$ cat src/rtl/adder_lane_arbiter.sv
// Round-robin arbiter that shares one external adder between two issue lanes,
// capturing each sum into a per-lane response register with valid/ready handshake.
module adder_lane_arbiter #(
    parameter int unsigned XLEN  = 32,
    parameter int unsigned TAG_W = 4,
    parameter int unsigned CNT_W = 16
) (
    input  logic                 clk_i,
    input  logic                 rst_ni,
    input  logic [1:0]           req_valid_i,
    output logic [1:0]           req_ready_o,
    input  logic [2*XLEN-1:0]    req_a_i,
    input  logic [2*XLEN-1:0]    req_b_i,
    input  logic [2*TAG_W-1:0]   req_tag_i,
    output logic [XLEN-1:0]      add_a_o,
    output logic [XLEN-1:0]      add_b_o,
    input  logic [XLEN-1:0]      add_sum_i,
    output logic [1:0]           rsp_valid_o,
    input  logic [1:0]           rsp_ready_i,
    output logic [2*XLEN-1:0]    rsp_data_o,
    output logic [2*TAG_W-1:0]   rsp_tag_o,
    output logic [CNT_W-1:0]     contention_cnt_o
);

    logic [1:0]         rsp_valid_q;
    logic [2*XLEN-1:0]  rsp_data_q;
    logic [2*TAG_W-1:0] rsp_tag_q;
    logic               prio_q;
    logic [CNT_W-1:0]   cnt_q;

    logic [1:0] slot_free;
    logic [1:0] eligible;
    logic [1:0] grant;
    logic       contend;

    // A slot draining this cycle may be refilled in the same cycle.
    assign slot_free = ~rsp_valid_q | rsp_ready_i;
    assign eligible  = req_valid_i & slot_free;
    assign contend   = rst_ni & (eligible == 2'b11);

    always_comb begin
        grant = 2'b00;
        if (rst_ni) begin
            unique case (eligible)
                2'b01:   grant = 2'b01;
                2'b10:   grant = 2'b10;
                2'b11:   grant = prio_q ? 2'b10 : 2'b01;
                default: grant = 2'b00;
            endcase
        end
    end

    always_comb begin
        add_a_o = '0;
        add_b_o = '0;
        if (grant[0]) begin
            add_a_o = req_a_i[0 +: XLEN];
            add_b_o = req_b_i[0 +: XLEN];
        end else if (grant[1]) begin
            add_a_o = req_a_i[XLEN +: XLEN];
            add_b_o = req_b_i[XLEN +: XLEN];
        end
    end

    always_ff @(posedge clk_i) begin
        if (!rst_ni) begin
            rsp_valid_q <= '0;
            rsp_data_q  <= '0;
            rsp_tag_q   <= '0;
            prio_q      <= 1'b0;
            cnt_q       <= '0;
        end else begin
            for (int k = 0; k < 2; k++) begin
                if (grant[k]) begin
                    rsp_valid_q[k]                 <= 1'b1;
                    rsp_data_q[k*XLEN +: XLEN]     <= add_sum_i;
                    rsp_tag_q[k*TAG_W +: TAG_W]    <= req_tag_i[k*TAG_W +: TAG_W];
                end else if (rsp_ready_i[k]) begin
                    rsp_valid_q[k] <= 1'b0;
                end
            end
            if (grant[0]) begin
                prio_q <= 1'b1;
            end else if (grant[1]) begin
                prio_q <= 1'b0;
            end
            if (contend && (cnt_q != {CNT_W{1'b1}})) begin
                cnt_q <= cnt_q + 1'b1;
            end
        end
    end

    assign req_ready_o      = grant;
    assign rsp_valid_o      = rsp_valid_q;
    assign rsp_data_o       = rsp_data_q;
    assign rsp_tag_o        = rsp_tag_q;
    assign contention_cnt_o = cnt_q;

endmodule

$ cat config.mk
export PLATFORM = sky130hd
export DESIGN_NAME = adder_lane_arbiter
export DESIGN_NICKNAME = d
export VERILOG_FILES = /design/src/rtl/adder_lane_arbiter.sv
export SDC_FILE = /design/constraint.sdc
export NUM_CORES = 1
export LEC_CHECK = 0
export CORE_AREA = 2 2 127 129
export DETAILED_ROUTE_END_ITERATION = 8
export DIE_AREA = 0 0 129 131
export MAX_ROUTING_LAYER = met4
export PLACE_DENSITY_LB_ADDON = 0.1
export SYNTH_ARGS = -nofsm -noshare
export SYNTH_HDL_FRONTEND = slang
export SYNTH_SLANG_ARGS = --single-unit
$ cat constraint.sdc
create_clock -name clk_i -period 2.7 [get_ports clk_i]
set_input_delay 0.54 -clock clk_i [delete_from_list [all_inputs] [get_ports clk_i]]
set_output_delay 0.54 -clock clk_i [all_outputs]
set_load 0.01 [all_outputs]
Word level (Yosys, flattened, before mapping)
Cells that the tools add are included.
W data, S select, Z words.
- bits in registers: 91
- bits in latches: 0
- RAM bits: 0
- memory bits (read-only): 0
- input port bits: 174
- output and inout bits: 156
- logic and storage cells: 34
- memories: 0
- add/sub/neg operators: 1
- multipliers: 0
- divide/modulo/power cells: 0
- order comparisons: 0
- eq/ne operators: 4
- shift operators: 0
- muxes and demuxes: 13
- bitwise logic cells: 4
- reductions and logical operators: 4
- operator list (kind ; count):
    $mux W32 ; 4
    $add A16 B1 Y16 const B ; 1
    $ne A16 B16 Y1 const B ; 1
    $mux W1 ; 6
    $pmux W2 S3 ; 1
    $reduce_bool A2 Y1 ; 3
    $eq A2 B2 Y1 const B ; 2
    $mux W2 ; 2
    $and A2 B2 Y2 ; 1
    $eq A2 B1 Y1 const B ; 1
    $not A2 Y2 ; 1
    $or A2 B2 Y2 ; 1
    $and A1 B1 Y1 ; 1
    $logic_and A1 B1 Y1 ; 1

Logic depth before layout (Yosys ltp)
Gate-level depths: netlist (run 1).
- depth in word-level cells: 8
- gate-level depth with buffers: 8
- mapped depth without buffers: 6

Worst setup path before layout (run 1)
No wires, ideal clock.
- kind: input port to output port
- start: input rsp_ready_i[1]
- end: output add_a_o[14]
- arrival: 1.781 ns
- required time: 2.160 ns
- slack: 0.379 ns
- stages: 6
- path buffers: 2
- cells stage by stage: nand2b_1 -> nand3_1 -> nor3b_1 -> buf_2 -> buf_1 -> a22o_1
- longest elaborated chain between the ends: 7
- elaborated cells between the ends (all ways): 9
- classes of those cells: eq/ne (3); mux (4); bitwise (2)
- ends and longest elaborated chain (what ; line ; RTL):
    start, declared ; 19 ; input logic [1:0] rsp_ready_i,
    $or A2 B2 Y2 * ; 37 ; assign slot_free = ~rsp_valid_q | rsp_ready_i;
    $and A2 B2 Y2 * ; 38 ; assign eligible = req_valid_i & slot_free;
    $eq A2 B2 Y1 / $eq A2 B1 Y1 (equally long branches) ; 44 ; unique case (eligible)
    $pmux W2 S3 * ; 44 ;
    $mux W2 * ; 43 ; if (rst_ni) begin
    $mux W32 ; 59 ; end else if (grant[1]) begin
    $mux W32 * ; 56 ; if (grant[0]) begin
    end, declared ; 15 ; output logic [XLEN-1:0] add_a_o,
Mark *: on every way between the ends. The rest lies on a longest branch, timed or not.

Worst setup path after layout (run 1)
- start: input rsp_ready_i[1]
- end: output add_a_o[13]
Same word-level chain as after synthesis.

==> flow_summary.ini, run 1 <==
[place]
dpl_cell_area_um2 = 7650
dp_cells = 1026
port_buffers = 329
dp_hpwl_um = 14000
place.gp.congestion = 0.833

[yosys]
syn_inst = 498
synthXorXnorAreaFrac = 0.0174
synth_edf_count = 0
synthesis.area_um2 = 4040
syn_area_per_cell_um2 = 8.10
synth_top_family_by_area = compound AO/OA/AOI/OAI gates
synth_top_area_cell = dfxtp_1
synth_flop_cell = dfxtp_1
synth_compound_area_frac = 0.266
synth_area_leaders = dfxtp_1 (45%), nand2_1 (14%), a22o_1 (14%), o21ai_0 (9.1%), clkbuf_1 (2.3%)
yosys_warnings = 0
netlist_top_cells_count = nand2_1 (154), dfxtp_1 (91), o21ai_0 (73)
yosysTopAreaCellShare = 0.451
seq_area_frac_synth = 0.451
synth-simple-area-share = 0.206
syn-num-nets = 673
synth_mux_area_frac = 0.0124
synthArstFlopShare = 0
synth_most_common_cell = nand2_1
synthAdderAreaFrac = 0.00310
ys_ff_latch = 91
yosysUniqueCellTypes = 36

[clocking]
worstSkewPairLatency_ps = 350
cts-buffers-inserted = 9
cts.hold.buffers_added = 0
cts.sinks = 91
htree_levels = 3
root_buffer = clkbuf_16
cts_tree = built
cts_buffer_depth = 2
clkTransAtPathRegs_ps = 60

[global_route]
antenna_found_initial = 1
grt_pass1_wl_um = 25700
busiest_layer = met2
grt.total_usage = 0.208
overflow = 0
grt_use_met2 = 0.377
grt.met3_usage = 0.0375
grt_start_max_net_pins = 80
first_global_vias = 4751
gr-usage-met1 = 0.228

[layout]
drive_above_1_share = 0.153
fin_area_um2 = 7970
fillers = 1524
final_cells = 1059
syn2layout_area_growth_pct = 97.4
fin_util = 0.511
fin_nets = 1012

[timing]
grt_setup_unrepaired = no
drv_slew = 0
fmax_mhz = 392
fin_crit_sh = 0.946
hold_viol = 0
fin_tns_setup_ps = 0
slew_headroom = 0.432
period_needed_ps = 2550
skew_ps = 5.33
worst_slew_pin_slew_ps = 852
finalSetupViolCount = 0
hold_ws_ps = 455

[worst_hold_path]
holdPathStages = 2
hold_path_class = flop to flop

[detailed_routing]
wirelength_um = 18100
routed-via-count = 4846
first_pass_iters = 4
antenna_left = 0
via_per_inst = 4.58
drc = 0
wl_per_cell_um = 17.1
drtIter0Drc = 269

[worst_setup_path]
critPathSlowestCell = a22o_4
cp_num_cells = 10
critical_path_peak_fanout = 7
worstSetupStartpointType = primary input
rrSetupSlack_ps = 570
cp-end-kind = output pin
crit_required_ps = 2160
crit_chain = dlygate4sd2_1, nand2b_4, nand3_2, nor3b_4, buf_4, buf_6, buf_8, buf_16, a22o_4, buf_6
path_common_cell = buf_6
cp_num_buf_inv = 6
critPathKind = primary input to output pin
worst-endpoint-arrival_ps = 2010
cpPeakStageDelay_ps = 260
reg2regPathDepth = 6
cp_top_family = buffers and inverters

[outcome]
run_status = completed

[power_and_ir_drop]
power_density_nw_per_um2 = 470
power_leakage_nw = 3.14
irDropWorstVdd_mv = 0.277

[floorplan]
initial_core_util = 0.259
die_w_um = 129
ios = 330
die_y_um = 131
std_cell_rows = 46
core-area_um2 = 15600
die_area_um2 = 16900

[run]
cap_violations = 0
[repair_timing]
item | CTS | global route
resized for setup | 276 | 0
buffers inserted | 12 | 0
setup endpoints to repair | 66 | 0
[sequential cells by signal, indices dropped and copies added (netlist names)]
signal	count
prio_q	1
contention_cnt_o	16
rsp_data_o	64
rsp_tag_o	8
rsp_valid_o	2
[where the power goes]
group | internal, W | leakage (nW) | switching, W
Clock | 0.000742 | 0.145 | 0.000539
Combinational | 0.000584 | 2.25 | 0.000398
Sequential | 0.00143 | 0.746 | 0.0000468
Total | 0.00276 | 3.14 | 0.000984
[per-stage QoR]
stage	total power (W)	setup slack [ps]
2_1_floorplan	0.00182	379
3_3_place_gp	0.00249	-527
3_5_place_dp	0.00250	-528
4_1_cts	0.00379	156
5_1_grt	0.00392	90.4
6_report	0.00374	146
[metal layers]
metal	wire, um	vias to the layer above
li1	-	2412
met3	885	24
met2	9820	164
met1	7050	2246
met4	386	0
met5	0	-
[worst paths after layout]
kind / start / endpoint
worst max-delay path: rsp_ready_i[1] / add_a_o[13]
worst min register to register: rsp_data_o[45]$_SDFFE_PN0P_ / rsp_data_o[45]$_SDFFE_PN0P_
worst max register to register: contention_cnt_o[0]$_SDFFE_PN0P_ / contention_cnt_o[6]$_SDFFE_PN0P_
worst min-delay path: rsp_data_o[45]$_SDFFE_PN0P_ / rsp_data_o[45]$_SDFFE_PN0P_
[worst register-to-register path, delay by kind of cell (launching register included)]
family | cells | cell delay, ps
and+or+nand+nor | 3 | 950
AOI/OAI and AO/OA | 1 | 240
DFF | 1 | 420
muxes | 1 | 110
adders and majority gates | 1 | 290
[cell usage in the layout, fill, tap and decap left out, types with 2 or more instances in the layout]
cell,Yosys,layout
a2111oi_0,2,2
a211oi_1,5,5
a21oi_1,4,4
a22o_1,64,61
a22o_4,0,3
and2_1,2,2
and3_1,4,4
buf_12,0,4
buf_16,0,3
buf_2,10,56
buf_4,1,24
buf_6,0,9
buf_8,0,2
clkbuf_16,0,9
clkdlybuf4s15_1,0,6
clkdlybuf4s50_1,0,258
clkinv_2,0,2
clkinvlp_4,0,2
dfxtp_1,91,91
dlygate4sd2_1,0,6
inv_1,3,3
mux2i_1,5,5
nand2_1,154,153
nand2b_1,5,3
nand2b_4,0,2
nand3_1,9,8
nand3_2,1,2
nand4_1,2,2
nor2_1,11,11
nor3_1,2,2
o21ai_0,73,73
xnor2_1,7,7
[cell type report]
cell class / instances / area (um2) / share of cell area
Timing Repair Buffer: 368 / 3450 / 0.433
Multi-Input combinational cell: 364 / 2110 / 0.265
Sequential cell: 91 / 1820 / 0.229
Tap cell: 216 / 270 / 0.0339
Clock buffer: 10 / 239 / 0.0300
Clock inverter: 6 / 63.8 / 0.00801
Inverter: 3 / 11.3 / 0.00141
Antenna cell: 1 / 2.50 / 0.000314
[cells by family after synthesis]
group,Yosys count
xor gates and xnor gates,8
DFF,91
muxes,5
adders and majority gates,1
AOI/OAI and AO/OA,154
and+or+nand+nor,196
buffers and inverters,43
No activity file was read; power rests on OpenSTA's default activity.
==> run 2: changes to the inputs <==
Settings changed: SKIP_LAST_GASP from default to 1.
==> results of run 2 <==
Same layout as run 1: the final DEF is identical, and so are final timing and power.
